==> src/rtl/pkt_modport.sv <==
// Packet loopback buffer: framed TX words go into a FIFO and are read back on the RX side.
// Optional framing/overflow error marking is enabled by defining PKT_MODPORT_ERR_CHECK_EN.
module pkt_modport #(
    parameter int unsigned DEPTH_LOG2  = 6,
    parameter int unsigned FULL_MARGIN = 4
) (
    input  logic        clk_156m25,
    input  logic        reset_156m25_n,
    input  logic [63:0] pkt_tx_data,
    input  logic        pkt_tx_val,
    input  logic        pkt_tx_sop,
    input  logic        pkt_tx_eop,
    input  logic [2:0]  pkt_tx_mod,
    output logic        pkt_tx_full,
    input  logic        pkt_rx_ren,
    output logic        pkt_rx_avail,
    output logic [63:0] pkt_rx_data,
    output logic        pkt_rx_val,
    output logic        pkt_rx_sop,
    output logic        pkt_rx_eop,
    output logic [2:0]  pkt_rx_mod,
    output logic        pkt_rx_err
);

    localparam int unsigned DEPTH = 1 << DEPTH_LOG2;
    localparam int unsigned PW    = DEPTH_LOG2 + 1;
    localparam logic [PW-1:0] DEPTH_P  = PW'(DEPTH);
    localparam logic [PW-1:0] MARGIN_P = PW'(FULL_MARGIN);

    typedef enum logic [0:0] {
        StIdle,
        StInPkt
    } state_e;

    // Entry layout: [69:6] data, [5] sop, [4] eop, [3:1] mod, [0] err
    logic [69:0]   r_mem [DEPTH];
    logic [PW-1:0] r_wptr;
    logic [PW-1:0] r_rptr;
    logic [PW-1:0] r_pkt_cnt;
    state_e        r_state;
    state_e        w_state_nxt;

    logic [PW-1:0] w_occ;
    logic [PW-1:0] w_free;
    logic          w_at_depth;
    logic          w_store;
    logic          w_ovf;
    logic          w_frame_err;
    logic          w_wr_err;
    logic          w_pop;
    logic [69:0]   w_rd_entry;
    logic [69:0]   w_wr_entry;
    logic          w_cnt_inc;
    logic          w_cnt_dec;

    logic [63:0]   r_rx_data;
    logic          r_rx_val;
    logic          r_rx_sop;
    logic          r_rx_eop;
    logic [2:0]    r_rx_mod;
    logic          r_rx_err;

    assign w_occ      = r_wptr - r_rptr;
    assign w_free     = DEPTH_P - w_occ;
    assign w_at_depth = (w_occ == DEPTH_P);
    assign w_pop      = pkt_rx_ren && (w_occ != '0);
    assign w_rd_entry = r_mem[r_rptr[PW-2:0]];

    // Framing FSM: decides whether the incoming word is stored or dropped
    always_comb begin
        w_state_nxt = r_state;
        w_store     = 1'b0;
        w_ovf       = 1'b0;
        w_frame_err = 1'b0;
        if (pkt_tx_val) begin
            if (w_at_depth) begin
                w_ovf = 1'b1;
            end else begin
                unique case (r_state)
                    StIdle: begin
                        if (pkt_tx_sop) begin
                            w_store = 1'b1;
                            if (!pkt_tx_eop) w_state_nxt = StInPkt;
                        end
                    end
                    StInPkt: begin
                        w_store     = 1'b1;
                        w_frame_err = pkt_tx_sop;
                        if (pkt_tx_eop) w_state_nxt = StIdle;
                    end
                    default: w_state_nxt = StIdle;
                endcase
            end
        end
    end

    always_ff @(posedge clk_156m25) begin
        if (reset_156m25_n) begin
            r_state <= StIdle;
        end else begin
            r_state <= w_state_nxt;
        end
    end

`ifdef PKT_MODPORT_ERR_CHECK_EN
    logic r_err_pend;

    // A sop+eop word closing a broken packet carries its own framing error too
    assign w_wr_err = pkt_tx_eop && (r_err_pend || w_frame_err);

    always_ff @(posedge clk_156m25) begin
        if (reset_156m25_n) begin
            r_err_pend <= 1'b0;
        end else if (w_ovf) begin
            r_err_pend <= 1'b1;
        end else if (w_store) begin
            if (pkt_tx_eop) begin
                r_err_pend <= 1'b0;
            end else if (w_frame_err) begin
                r_err_pend <= 1'b1;
            end
        end
    end
`else
    logic w_unused_err;
    assign w_unused_err = w_ovf | w_frame_err;
    assign w_wr_err     = 1'b0;
`endif

    assign w_wr_entry = {pkt_tx_data, pkt_tx_sop, pkt_tx_eop,
                         (pkt_tx_eop ? pkt_tx_mod : 3'd0), w_wr_err};

    always_ff @(posedge clk_156m25) begin
        if (w_store && !reset_156m25_n) begin
            r_mem[r_wptr[PW-2:0]] <= w_wr_entry;
        end
    end

    assign w_cnt_inc = w_store && pkt_tx_eop;
    assign w_cnt_dec = w_pop && w_rd_entry[4];

    always_ff @(posedge clk_156m25) begin
        if (reset_156m25_n) begin
            r_wptr    <= '0;
            r_rptr    <= '0;
            r_pkt_cnt <= '0;
        end else begin
            if (w_store) r_wptr <= r_wptr + 1'b1;
            if (w_pop)   r_rptr <= r_rptr + 1'b1;
            if (w_cnt_inc && !w_cnt_dec) begin
                r_pkt_cnt <= r_pkt_cnt + 1'b1;
            end else if (w_cnt_dec && !w_cnt_inc) begin
                r_pkt_cnt <= r_pkt_cnt - 1'b1;
            end
        end
    end

    // RX output register; data holds its last value when nothing is popped
    always_ff @(posedge clk_156m25) begin
        if (reset_156m25_n) begin
            r_rx_data <= '0;
            r_rx_val  <= 1'b0;
            r_rx_sop  <= 1'b0;
            r_rx_eop  <= 1'b0;
            r_rx_mod  <= '0;
            r_rx_err  <= 1'b0;
        end else if (w_pop) begin
            r_rx_data <= w_rd_entry[69:6];
            r_rx_val  <= 1'b1;
            r_rx_sop  <= w_rd_entry[5];
            r_rx_eop  <= w_rd_entry[4];
            r_rx_mod  <= w_rd_entry[3:1];
            r_rx_err  <= w_rd_entry[0];
        end else begin
            r_rx_val  <= 1'b0;
            r_rx_sop  <= 1'b0;
            r_rx_eop  <= 1'b0;
            r_rx_mod  <= '0;
            r_rx_err  <= 1'b0;
        end
    end

    assign pkt_tx_full  = (w_free <= MARGIN_P);
    assign pkt_rx_avail = (r_pkt_cnt != '0);
    assign pkt_rx_data  = r_rx_data;
    assign pkt_rx_val   = r_rx_val;
    assign pkt_rx_sop   = r_rx_sop;
    assign pkt_rx_eop   = r_rx_eop;
    assign pkt_rx_mod   = r_rx_mod;
    assign pkt_rx_err   = r_rx_err;

endmodule

==> config.mk <==
export PLATFORM = sky130hd
export DESIGN_NAME = pkt_modport
export DESIGN_NICKNAME = d
export VERILOG_FILES = /design/src/rtl/pkt_modport.sv
export SDC_FILE = /design/constraint.sdc
export NUM_CORES = 2
export LEC_CHECK = 0
export BUFFER_PORTS_ARGS = -buffer_cell sky130_fd_sc_hd__buf_2
export CAP_MARGIN = 25
export CELL_PAD_IN_SITES_DETAIL_PLACEMENT = 1
export CELL_PAD_IN_SITES_GLOBAL_PLACEMENT = 1
export CORE_MARGIN = 3
export CORE_UTILIZATION = 56
export DETAILED_ROUTE_END_ITERATION = 8
export PLACE_DENSITY_LB_ADDON = 0.1
export SYNTH_ARGS = -nofsm -noshare
export SYNTH_HDL_FRONTEND = slang
export SYNTH_MEMORY_MAX_BITS = 65536
export SYNTH_SLANG_ARGS = --single-unit
==> constraint.sdc <==
create_clock -name clk_156m25 -period 7.3 [get_ports clk_156m25]
set_clock_uncertainty 0.2 [all_clocks]
set_input_delay 0.73 -clock clk_156m25 [delete_from_list [all_inputs] [get_ports clk_156m25]]
set_output_delay 0.73 -clock clk_156m25 [all_outputs]
set_load 0.005 [all_outputs]
# --- After elaboration in Yosys (flattened, before gate mapping) ---
# Memories as Yosys holds them, arrays and structs flattened. A register that Yosys moved wholly into a read port is not among the register bits.
# Cells that the tools add are included.
classes:
  add_sub_neg: 6
  n_mul: 0
  div: 0
  order_cmp: 1
  n_eq_ne: 1
  n_shift: 0
  mux: 15
  bitwise: 3
  n_reduce_logical: 14
ops:
  columns: ["operator", "count"]
  rows:
  - ["adder 7 x 1 -> 7 bit, second input constant", 3]
  - ["2-to-1 mux 7 bit", 2]
  - ["nonzero test 7 bit", 2]
  - ["2-to-1 mux 6 bit", 2]
  - ["2-to-1 mux 1 bit", 8]
  - ["equality test 7 bit, second input constant", 1]
  - ["less-or-equal comparator 7 x 3 -> 1 bit, second input constant", 1]
  - ["subtractor 7 x 1 -> 7 bit, second input constant", 1]
  - ["subtractor 7 bit", 1]
  - ["subtractor 7 bit, first input constant", 1]
  - ["logical AND 1 bit", 6]
  - ["case mux 1 bit (2 select lines)", 2]
  - ["logical NOT 1 bit", 3]
  - ["2-to-1 mux 3 bit", 1]
  - ["NOT 1 bit", 3]
  - ["AND reduction 2 bit", 1]
  - ["nonzero test 2 bit", 1]
  - ["OR reduction 2 bit", 1]
word_totals:
  regBits: 93
  latchBits: 0
  mem_bits_rw: 4416
  rom_bits: 0
  out_inout_bits: 73
  memories: 1
memory_table:
  columns: ["memory", "depth", "width", "read_ports", "rd_clocked_by_memory_dff", "write_ports", "line", "rtl"]
  rows:
  - ["r_mem", 64, 69, 1, 1, 1, "36", "logic [69:0] r_mem [DEPTH];"]

# --- Logic depth before layout (Yosys ltp) ---
depth:
  word_depth: 9
  ltp_mapped: 22
  ltp_nobuf: 20

# --- Worst setup path after synthesis ---
# OpenSTA, ideal clock, no wires.
synth_path:
  kind: "register to register"
  start: "reg r_wptr[0]"
  end: "mem r_mem[25][0] in the netlist's numbering, enable pin"
  setup_time_ps: 497
  arrival_ps: 5547
  slack_ps: 1057
  stages_incl_launch_ff: 14
  n_path_buf: 2
  path_cell_list: "dfxtp_1 > clkbuf_1 > inv_1 > ha_1 > inv_1 > fa_1 > a21oi_1 > o311ai_1 > a21oi_1 > xnor2_1 > a21oi_2 > or4b_1 > clkbuf_1 > nor2_1"
synth_between:
  elab_chain_len: 7
synth_lines:
  columns: ["element", "line", "rtl"]
  rows:
  - ["start, declared", "37", "logic [PW-1:0] r_wptr;"]
  - ["start signal, assigned", "148", "if (w_store) r_wptr <= r_wptr + 1'b1;"]
  - ["subtractor 7 bit", "63", "assign w_occ = r_wptr - r_rptr;"]
  - ["equality test 7 bit", "65", "assign w_at_depth = (w_occ == DEPTH_P);"]
  - ["2-to-1 mux 1 bit", "76", "if (w_at_depth) begin"]
  - ["2-to-1 mux 1 bit", "75", "if (pkt_tx_val) begin"]
  - ["logical AND 1 bit", "134", "if (w_store && !reset_156m25_n) begin"]
  - ["2-to-1 mux 1 bit", "134", null]
  - ["2-to-1 mux 1 bit (implied by the code)", "135", "r_mem[r_wptr[PW-2:0]] <= w_wr_entry;"]
  - ["end, declared", "36", null]
# Several ways; a longest one is shown, not always the timed one.

# --- Worst setup path in the final report ---
layout_path:
  start: "reg r_wptr[0]"
  end: "mem r_mem[25][46] in the netlist's numbering, enable pin"
# The elaborated chain is that of the path after synthesis.

==> key figures <==
Run status
  • Status: completed

Global routing
  • First-pass GRT wire length: about 700,000 um
  • Initial antenna violation count: 24
  • Largest net degree at the start of global routing: 141
  • GRT Overall Usage: 32.37%
  • Vias in the first global route: 87.26k
  • Grt ovf: 0

Placement
  • Dpl ws: 1.780 ns
  • PortBufs: 144
  • Placement Cell Area: 0.1771 sq mm
  • Placer congestion estimate: 0.7950
  • Cell total after placement: around 11k
  • Post-DP HPWL: 246,300 um

Clock network
  • TritonCTS Buffers: ~450
  • Resized cells post-CTS: 0
  • Clk_lat worst skew: 1.00 ns
  • Worst-path clk slew: 0.06 ns
  • CTS sink count: 4,514
  • TritonCTS clock tree: built
  • H-Tree Depth: 5
  • CTS Buffer Depth: 4
  • Clk root buf: clkbuf_16

Power
  • Switching share of total power: approximately a quarter
  • Clock power frac: 38.0%
  • Leak Pwr: 0.05996 uW
  • Power Internal: 45,980 uW
  • Seq pwr share: 47.7%
  • Sw Pwr: 14,740 uW
  • PwrDens: 314.1 mW/mm^2
  • Gate power share: 14.3%
  • VDD IR max: 0.3006 mV
  • Total power: 60,730 uW

Route
  • Top routing layer in use: met5
  • Met1 wire length: 190,100 um
  • Post-DR wirelength/cell: roughly 41 um
  • Via Count: 85.66k
  • Vias per Instance: approximately 7
  • Detailed Route Iter0 Violations: around 13k
  • 1st-pass router iterations: 7
  • DRT Wirelength: 500,500 um
  • Met3 wire length: around 44,000 um
  • Post-DRT Antenna Nets: 0
  • DRC viols: 0
  • Met2 wire len: 247,900 um

Critical path
  • CP endpoint kind: flop
  • CP Launch Type: flop
  • Critical path arrival: ~6.1 ns
  • Reg2Reg Setup Slack: 1.58 ns
  • Critical Path RT: between 7 and 8 ns
  • Worst r2r path cells: 12
  • R2R Path Start: r_wptr[0]$_SDFFE_PP0N_
  • Reg-to-reg endpoint: r_mem[25][46]$_DFFE_PP_
  • Critical path type: flop to flop
  • Crit-path max FO: 17

Timing
  • Final Hold Fails: 0
  • Least-Margin Pin Slew: 1.103 ns
  • Max Clk Rate: around 0.17 GHz
  • Crit share post-route: between 70% and 80%
  • Setup WS post-layout: about 1.6 ns
  • Unrepaired setup endpoints after global routing: no
  • Final min period: approximately 5.7 ns
  • Slew margin rel.: between 20% and 30%
  • Setup violators final: 0
  • Setup TNS: 0 ns
  • Final Max Slew Viols: 0

Final layout
  • Area Overhead vs Synth: 13.79%
  • Layout cell share with drive strength beyond 1: 27.76%
  • Final std cells w/o fill: 12.14k
  • Fin nets: around 7.9k
  • Fin area: 0.1933 sq mm

Yosys
  • Synthesized instance count: 7,287
  • Post-synthesis sequential area ratio: 79.21%
  • Post-Syn Area: 0.1699 sq mm
  • Most common cell in the netlist: edfxtp_1
  • Synthesized Nets: 7,376
  • Yosys top cell by area: edfxtp_1
  • Synth area leaders: edfxtp_1 78%, mux4_2 15%, a22o_1 1.6%, a22oi_1 1.5%, dfxtp_1 1.2%
  • Post-synth EDFFs: 4,416
  • Syn avg cell area: 23.32 sq um
  • Yosys cell types: 57
  • Share of the synthesized area in the top cell type: 78.05%
  • Commonest cells post-synth: 4,416 x edfxtp_1, 1,124 x mux4_2, 330 x a22oi_1
  • Synth async-reset ratio: 0%
  • FF+latch count, synth: around 4.5k
  • Synth warn: 0
  • Most used DFF post-synth: edfxtp_1

Floorplanning
  • # rows: approximately 200
  • CORE AREA: around 0.30 sq mm
  • Initial Util: 56.48%
  • Die X: 556.8 um
  • Total die area: roughly 0.31 sq mm
  • Chip Height: about 560 um
  • Io pins: 146

Min path
  • HP Start: pkt_tx_data[55]
  • HP Class: input pin to flop
  • Hold Path End: r_mem[56][60]$_DFFE_PP_
  • Hold Crit Depth: 2

Job
  • MaxCap Viol Count: 0
==> worst max-delay path by stage <==
stage	start	end	slack, ns	cells past startpoint
after floorplan	r_wptr[0]$_SDFFE_PP0N_	r_mem[25][0]$_DFFE_PP_	1.06	13
after global placement	r_wptr[0]$_SDFFE_PP0N_	r_mem[25][46]$_DFFE_PP_	1.84	12
after detailed placement	r_wptr[0]$_SDFFE_PP0N_	r_mem[25][46]$_DFFE_PP_	1.78	12
after global routing	r_wptr[0]$_SDFFE_PP0N_	r_mem[25][46]$_DFFE_PP_	1.46	12
final	r_wptr[0]$_SDFFE_PP0N_	r_mem[25][46]$_DFFE_PP_	1.58	12
after CTS	r_wptr[0]$_SDFFE_PP0N_	r_mem[25][46]$_DFFE_PP_	1.74	12
==> routing by layer <==
metal  global-route usage (%)  vias to the layer above
li1                         -                    32440
met1                    45.81                    47010
met2                    52.60                     5220
met3                    4.869                      984
met4                    10.88                        6
met5                        0                        -
==> cell type report <==
type	instances	area (sq um)
Inverter	16	62.56
Sequential cell	4514	134600
Clock inverter	275	2839
Tap cell	3958	4952
Fill cell	23380	107500
Clock buffer	560	11780
Multi-Input combinational cell	2337	34050
Timing Repair Buffer	462	5005
Antenna cell	21	52.55
==> worst max-delay path, stage by stage (launching register included) <==
cell,delay (ns)
dfxtp_1,0.41
inv_1,0.19
ha_1,0.24
inv_1,0.10
fa_1,0.43
a21oi_1,0.23
o311ai_1,0.13
a21oi_1,0.30
xnor2_1,0.20
a21oi_2,0.59
or4b_1,0.87
nor2_4,0.90
buf_4,0.49
==> placed cells by master, fill, tap and decap left out, types with 5 or more instances in the layout <==
master         instances
inv_6                  7
buf_12               136
buf_4                134
clkinv_2              89
inv_1                 15
xnor2_1               13
clkinv_1              99
nor2b_1                5
o21ai_0              132
a21o_1                 5
clkinvlp_4            11
nor2_4                67
nand3_1               73
clkbuf_1              98
nor2_1                30
bufinv_16             52
dlygate4sd3_1         43
dfxtp_1               95
ha_1                  14
clkinv_8               5
clkbuf_8              13
a22oi_1              330
buf_2                144
nand4_1                7
clkbuf_16            449
diode_2               21
mux4_2              1124
a21oi_1               21
nand2_1              141
a22o_1               320
edfxtp_1            4416
==> sequential cells by signal, indices dropped and copies added, names as in the netlist, named ones only <==
register     count
r_pkt_cnt        7
r_state          1
r_mem         4416
r_rptr           7
r_wptr           7
pkt_rx_data     64
pkt_rx_eop       1
pkt_rx_sop       1
pkt_rx_val       1
pkt_rx_mod       3
==> what timing repair did <==
item,4_1_cts,5_1_grt
buffers inserted,0,0
hold endpoints to repair,15,206
hold buffers,3,40
endpoints found under the setup margin,0,0
==> cells by family after synthesis <==
group / Yosys count / share of synthesized area, %
AOI/OAI and AO/OA: 823 / 3.656
xor gates and xnor gates: 17 / 0.08764
adders and majority gates: 16 / 0.1267
buffers and inverters: 436 / 1.066
DFF: 4514 / 79.21
muxes: 1131 / 14.94
other: 1 / 0.002207
and+or+nand+nor: 349 / 0.9110
==> power by group through the flow <==
stage	Combinational [uW]	Clock [uW]	Sequential, uW
final	8700	23100	29000
after global routing	9330	24400	29000
after CTS	8700	23300	29000
after detailed placement	8640	0	29500
after global placement	8490	0	29500
after floorplan	6170	0	29300
==> through the flow <==
step	hold slack (ns)	util, %
after floorplan	0.2582	-
final	0.05644	64.27
after global routing	0.008832	64.26
after global placement	0.2605	58.85
after detailed placement	0.2671	58.87
after CTS	0.1652	63.74
(Power assumes the default switching activity.)
